==> config.mk <==
export PLATFORM = sky130hd
export DESIGN_NAME = dm_arb
export DESIGN_NICKNAME = d
export VERILOG_FILES = /design/src/rtl/dm_arb_pkg.sv /design/src/rtl/dm_arb_rr.sv /design/src/rtl/dm_arb.sv
export SDC_FILE = /design/constraint.sdc
export NUM_CORES = 1
export LEC_CHECK = 0
export CORE_ASPECT_RATIO = 1.5
export CORE_MARGIN = 2
export CORE_UTILIZATION = 29
export CTS_CLUSTER_DIAMETER = 60
export DETAILED_ROUTE_END_ITERATION = 7
export HOLD_SLACK_MARGIN = 0.15
export PLACE_DENSITY = 0.92
export SYNTH_ARGS = -nofsm -noshare
export SYNTH_HDL_FRONTEND = slang
export SYNTH_SLANG_ARGS = --single-unit
==> constraint.sdc <==
create_clock -name clk -period 1.6 [get_ports clk]
set_input_delay 0.16 -clock clk [delete_from_list [all_inputs] [get_ports clk]]
set_output_delay 0.16 -clock clk [all_outputs]
set_load 0.02 [all_outputs]
==> src/rtl/dm_arb_pkg.sv <==
// Shared types and constants for the dual-master memory arbiter.
package dm_arb_pkg;

  localparam int ADDR_W       = 10;  // word address, carried on bits [11:2]
  localparam int DATA_W       = 32;
  localparam int LOCK_MAX_DEF = 16;  // default cap on consecutive locked grants
  localparam int CNT_W        = 8;   // wide enough for LOCK_MAX up to 255

  typedef enum logic {
    S_RR   = 1'b0,  // plain round-robin between the two masters
    S_LOCK = 1'b1   // owner keeps the bus while it requests
  } state_e;

endpackage

==> src/rtl/dm_arb_rr.sv <==
// Two-way round-robin picker: a lone requester always wins; when both
// request, the one that was not granted last wins. Output is one-hot or zero.
module dm_arb_rr (
  input  logic [1:0] req,
  input  logic       last,  // index of the master granted most recently
  output logic [1:0] pick
);

  assign pick[0] = req[0] & (~req[1] | last);
  assign pick[1] = req[1] & (~req[0] | ~last);

endmodule

==> src/rtl/dm_arb.sv <==
// Dual-master arbiter in front of a single-port memory with combinational
// read data. One access per cycle, read data registered with 1-cycle latency.
// The memory itself lives outside this block.
// Optional feature: define DM_ARB_LOCK_EN to compile in grant locking
// (a master holding lock keeps the bus for up to LOCK_MAX grants).
module dm_arb
  import dm_arb_pkg::*;
#(
  parameter int LOCK_MAX = LOCK_MAX_DEF
) (
  input  logic              clk,
  input  logic              rst,
  input  logic              m0_req,
  input  logic              m0_we,
  input  logic [ADDR_W+1:2] m0_addr,
  input  logic [DATA_W-1:0] m0_wdata,
  input  logic              m0_lock,
  output logic              m0_gnt,
  output logic              m0_rvalid,
  output logic [DATA_W-1:0] m0_rdata,
  input  logic              m1_req,
  input  logic              m1_we,
  input  logic [ADDR_W+1:2] m1_addr,
  input  logic [DATA_W-1:0] m1_wdata,
  input  logic              m1_lock,
  output logic              m1_gnt,
  output logic              m1_rvalid,
  output logic [DATA_W-1:0] m1_rdata,
  output logic [ADDR_W+1:2] mem_addr,
  output logic [DATA_W-1:0] mem_din,
  output logic              mem_we,
  input  logic [DATA_W-1:0] mem_dout
);

  logic [1:0]        req;
  logic [1:0]        we;
  logic [1:0]        rr_pick;
  logic [1:0]        gnt;
  logic [1:0]        rd_gnt;
  logic              last_q, last_d;
  logic [1:0]        rvalid_q, rvalid_d;
  logic [DATA_W-1:0] rdata_q, rdata_d;

  assign req = {m1_req, m0_req};
  assign we  = {m1_we, m0_we};

`ifdef DM_ARB_LOCK_EN
  logic [1:0]       lock;
  state_e           state_q, state_d;
  logic             owner_q, owner_d;
  logic [CNT_W-1:0] lock_cnt_q, lock_cnt_d;

  assign lock = {m1_lock, m0_lock};
`else
  // Without locking the arbiter is pure round-robin; the lock pins and the
  // lock limit have no effect and are only sunk here.
  logic lock_unused;
  localparam int lock_max_unused = LOCK_MAX;

  assign lock_unused = m0_lock ^ m1_lock;
`endif

  dm_arb_rr u_rr (
    .req  (req),
    .last (last_q),
    .pick (rr_pick)
  );

  // Grant decision: round-robin pick, overridden by a locked owner, and
  // forced off during reset so no access (in particular no write) leaks out.
  always_comb begin
    // NOTE: every signal assigned in an always_comb gets a default first so
    // that no path leaves it unassigned, which would infer a latch.
    gnt = rr_pick;
`ifdef DM_ARB_LOCK_EN
    if (state_q == S_LOCK && req[owner_q]) begin
      gnt = owner_q ? 2'b10 : 2'b01;
    end
`endif
    if (rst) begin
      gnt = 2'b00;
    end
  end

  assign rd_gnt = gnt & ~we;

  // Route the winner onto the memory port; idle bus drives zeros.
  always_comb begin
    mem_we   = 1'b0;
    mem_addr = '0;
    mem_din  = '0;
    if (gnt[0]) begin
      mem_we   = m0_we;
      mem_addr = m0_addr;
      mem_din  = m0_wdata;
    end else if (gnt[1]) begin
      mem_we   = m1_we;
      mem_addr = m1_addr;
      mem_din  = m1_wdata;
    end
  end

  // Next state of the round-robin pointer and the read-return path.
  always_comb begin
    last_d   = last_q;
    rdata_d  = rdata_q;
    rvalid_d = rd_gnt;
    if (|gnt) begin
      last_d = gnt[1];
    end
    if (|rd_gnt) begin
      rdata_d = mem_dout;
    end
  end

  // Round-robin pointer and read-return registers, synchronous reset.
  always_ff @(posedge clk) begin
    // NOTE: sequential state uses non-blocking assignments so every register
    // samples pre-edge values regardless of statement order.
    if (rst) begin
      last_q   <= 1'b1;  // m0 wins the first contested cycle
      rvalid_q <= 2'b00;
      rdata_q  <= '0;
    end else begin
      last_q   <= last_d;
      rvalid_q <= rvalid_d;
      rdata_q  <= rdata_d;
    end
  end

  // A read granted just before reset must not surface while reset is held.
  assign m0_gnt    = gnt[0];
  assign m1_gnt    = gnt[1];
  assign m0_rvalid = rvalid_q[0] & ~rst;
  assign m1_rvalid = rvalid_q[1] & ~rst;
  assign m0_rdata  = rdata_q;
  assign m1_rdata  = rdata_q;

`ifdef DM_ARB_LOCK_EN
  // Lock FSM next state: enter on a locked grant, leave when the owner drops
  // lock or req, or when it has used its quota while the other master waits.
  always_comb begin
    state_d    = state_q;
    owner_d    = owner_q;
    lock_cnt_d = lock_cnt_q;
    case (state_q)
      S_RR: begin
        if (|(gnt & lock)) begin
          state_d    = S_LOCK;
          owner_d    = gnt[1];
          lock_cnt_d = CNT_W'(1);
        end
      end
      S_LOCK: begin
        if (req[owner_q]) begin
          if (lock_cnt_q != CNT_W'(LOCK_MAX)) begin
            lock_cnt_d = lock_cnt_q + CNT_W'(1);
          end
          // Quota exhausted with this grant: pointer now favours the other
          // master, so returning to S_RR hands it the next cycle.
          if (!lock[owner_q] ||
              ((int'(lock_cnt_q) + 1 >= LOCK_MAX) && req[~owner_q])) begin
            state_d    = S_RR;
            lock_cnt_d = '0;
          end
        end else begin
          state_d    = S_RR;
          lock_cnt_d = '0;
        end
      end
      default: begin
        state_d    = S_RR;
        lock_cnt_d = '0;
      end
    endcase
  end

  // Lock FSM registers.
  always_ff @(posedge clk) begin
    if (rst) begin
      state_q    <= S_RR;
      owner_q    <= 1'b0;
      lock_cnt_q <= '0;
    end else begin
      state_q    <= state_d;
      owner_q    <= owner_d;
      lock_cnt_q <= lock_cnt_d;
    end
  end
`endif

endmodule

==> run metrics <==
post-DR vias/cell=4.68; #FFs+latches synth=35; Area Overhead vs Synth=118%; CTS root buf=clkbuf_16; failing checks=negative setup slack; arrival time worst endpoint=approximately 1.6 ns; die width=76.2 um; yosys warns=0; Synth cell types=19; routability cong.=around 0.87; initial core utilization=29.8%; dpl cell area=0.00448 mm^2; top post-synthesis cells by area=dfxtp_1, nand2b_1, a22o_1; Sink Count=35; top-area cell type share of the netlist area=between 30% and 40%; via count=2587; CTS Hold Bufs=0; hold crit path type=input pin to flip-flop; Leak=0.00210 uW; H-tree levels=2; register area share after synthesis=30.9%; CP endpoint kind=primary output; PortBufs=232; Skew-Pair Late Insertion Delay=0.28 ns; final count of hold timing violations=0; Post-Route Skew=0.00376 ns; fin area=0.00494 mm^2; syn nets=about 360; Num CTS Buffers=5; minimum clock period=1.76 ns; WS Path Type=flip-flop to primary output; Mapped Avg Cell Area=9.58 um^2; maximum fanout along the worst path=7; gr usage total=roughly 22%; Placeable Area=0.00761 mm^2; final cell count without fillers=553; Chip Height=112 um; fin nets=575; CTS Buffer Depth=2; Cells after Synth=237; Slew Limit Fails=0; CTS tree=yes; drt total wl=9990 um; slew margin rel.=77.8%; EDFF count, synth=0; n_diodes=0; pin count of the biggest net entering global routing=70; average wire per standard cell=18.1 um; WP data required=around 1.4 ns; DRC=0; layout cells sized above 1=20.0%; DRT iter0 DRCs=69; placed insts=531; startpoint types=flip-flop; area of the multi-input gates=0.00124 mm^2; die area=0.00857 mm^2; DP HPWL=about 7800 um; Async SR Flop Fraction=0%; 1st-pass router iterations=4; filler cell count=620; P per Cell Area=700 mW/mm^2; Fmax achieved=567 MHz; Peak VDD IR=412 uV; period utilisation layout=110%; Synth area leader=dfxtp_1; unrepaired setup endpoints after global routing=yes; Rows=39; register area=~700 um^2; PnR worst setup slack=-0.164 ns; worst slew pin tran=0.333 ns; Syn Std Cell Area=0.00227 mm^2; GR Overflow Total=0; Post-DRT Antenna Nets=0; top cells by count, synth=nand2b_1, a22o_1, dfxtp_1; Final Setup Violations=44; initial antenna violation count=0; Post-synth top flop=dfxtp_1; outcome=finished with violations; most frequent cell after synthesis=nand2b_1; max_cap viols=0; first-pass GRT wire length=14600 um; vias in the first global route=2651; I/O pins=235; Worst-path clk slew=~0.050 ns
[metal layers]
layer / up-vias / global-route usage (%) / routed length (um)
met5: - / 0 / 0
met3: 21 / 9.08 / 997
met2: 176 / 42.9 / 5360
met4: 0 / 8.73 / 316
li1: 1217 / - / -
met1: 1173 / 21.1 / 3320
[report_power, final]
group	internal (uW)	switching [uW]
combinational	825	587
sequential	936	53.2
clock	726	334
[critical path, stage by stage (launching register included)]
cell and delay, ns:
dfxtp_4 0.36, a21bo_4 0.22, nor2_4 0.16, buf_12 0.16
clkbuf_16 0.14, a22o_1 0.15, buf_6 0.14
[kinds of logic (layout without fill, tap and decap cells)]
family / count (synthesis) / in the layout / share of synthesized area (%)
muxes: 32 / 32 / 14.1
AOI/OAI and AO/OA: 46 / 46 / 17.9
and+or+nand+nor: 71 / 71 / 20.1
buffers and inverters: 53 / 267 / 17.0
DFF: 35 / 35 / 30.9
[sequential cells by signal, indices dropped and copies added (netlist names)]
| name | count |
|---|---|
| last_q | 1 |
| m0_rdata | 32 |
| rvalid_q | 2 |
[final timing paths]
| path | start | end | slack (ns) | cells after the start |
|---|---|---|---|---|
| worst min-delay path | m0_req | rvalid_q[0] | 0.45 | 4 |
| worst max register to register | last_q | m0_rdata[21] | 0.04 | 7 |
| worst max-delay path | last_q | mem_din[21] | -0.16 | 6 |
| worst min register to register | m0_rdata[27] | m0_rdata[27] | 0.49 | 2 |
[metrics by stage]
step                      hold slack, ns  power (uW)  util [%]  worst slack (ns)  TNS [ns]
final                              0.450        3460      64.9            -0.164     -4.85
after global routing               0.460        3600      64.9            -0.211     -7.11
after CTS                          0.434        3480      64.1            -0.177     -5.66
after detailed placement           0.487        2320      58.9            -0.552    -25.14
after global placement             0.473        2290      58.9            -0.533    -23.65
after floorplan                    0.237        1630         -             0.187         0
[cells in the final DEF, fill, tap and decap left out, drive strengths merged]
cell type      netlist  routed
a211o                1       1
bufbuf               0       1
nor2                 1       1
o32a                 1       1
buf                 45      70
dlygate4sd2          0       2
clkbuf               7       8
nor2b                3       3
a22o                43      43
inv                  1       1
nor3                 2       2
bufinv               0       1
dfxtp               35      35
nand2b              64      64
clkdlybuf4s50        0     184
nor4                 1       1
a21bo                1       1
mux2i               32      32
[timing repair]
item / in CTS / in global routing
endpoints found under the setup margin: 45 / 47
pin swaps: 8 / 19
buffers inserted: 6 / 7
gates resized for setup: 205 / 17
gates cloned: 4 / 2
[cell type report]
type	instances	share of cell area (%)
timing repair buffer	259	54.8
multi-input combinational	149	25.0
sequential	35	14.3
clock buffer	6	2.61
tap	102	2.58
clock inverter	1	0.608
inverter	1	0.0760
Power figures use the tool's default switching activity.
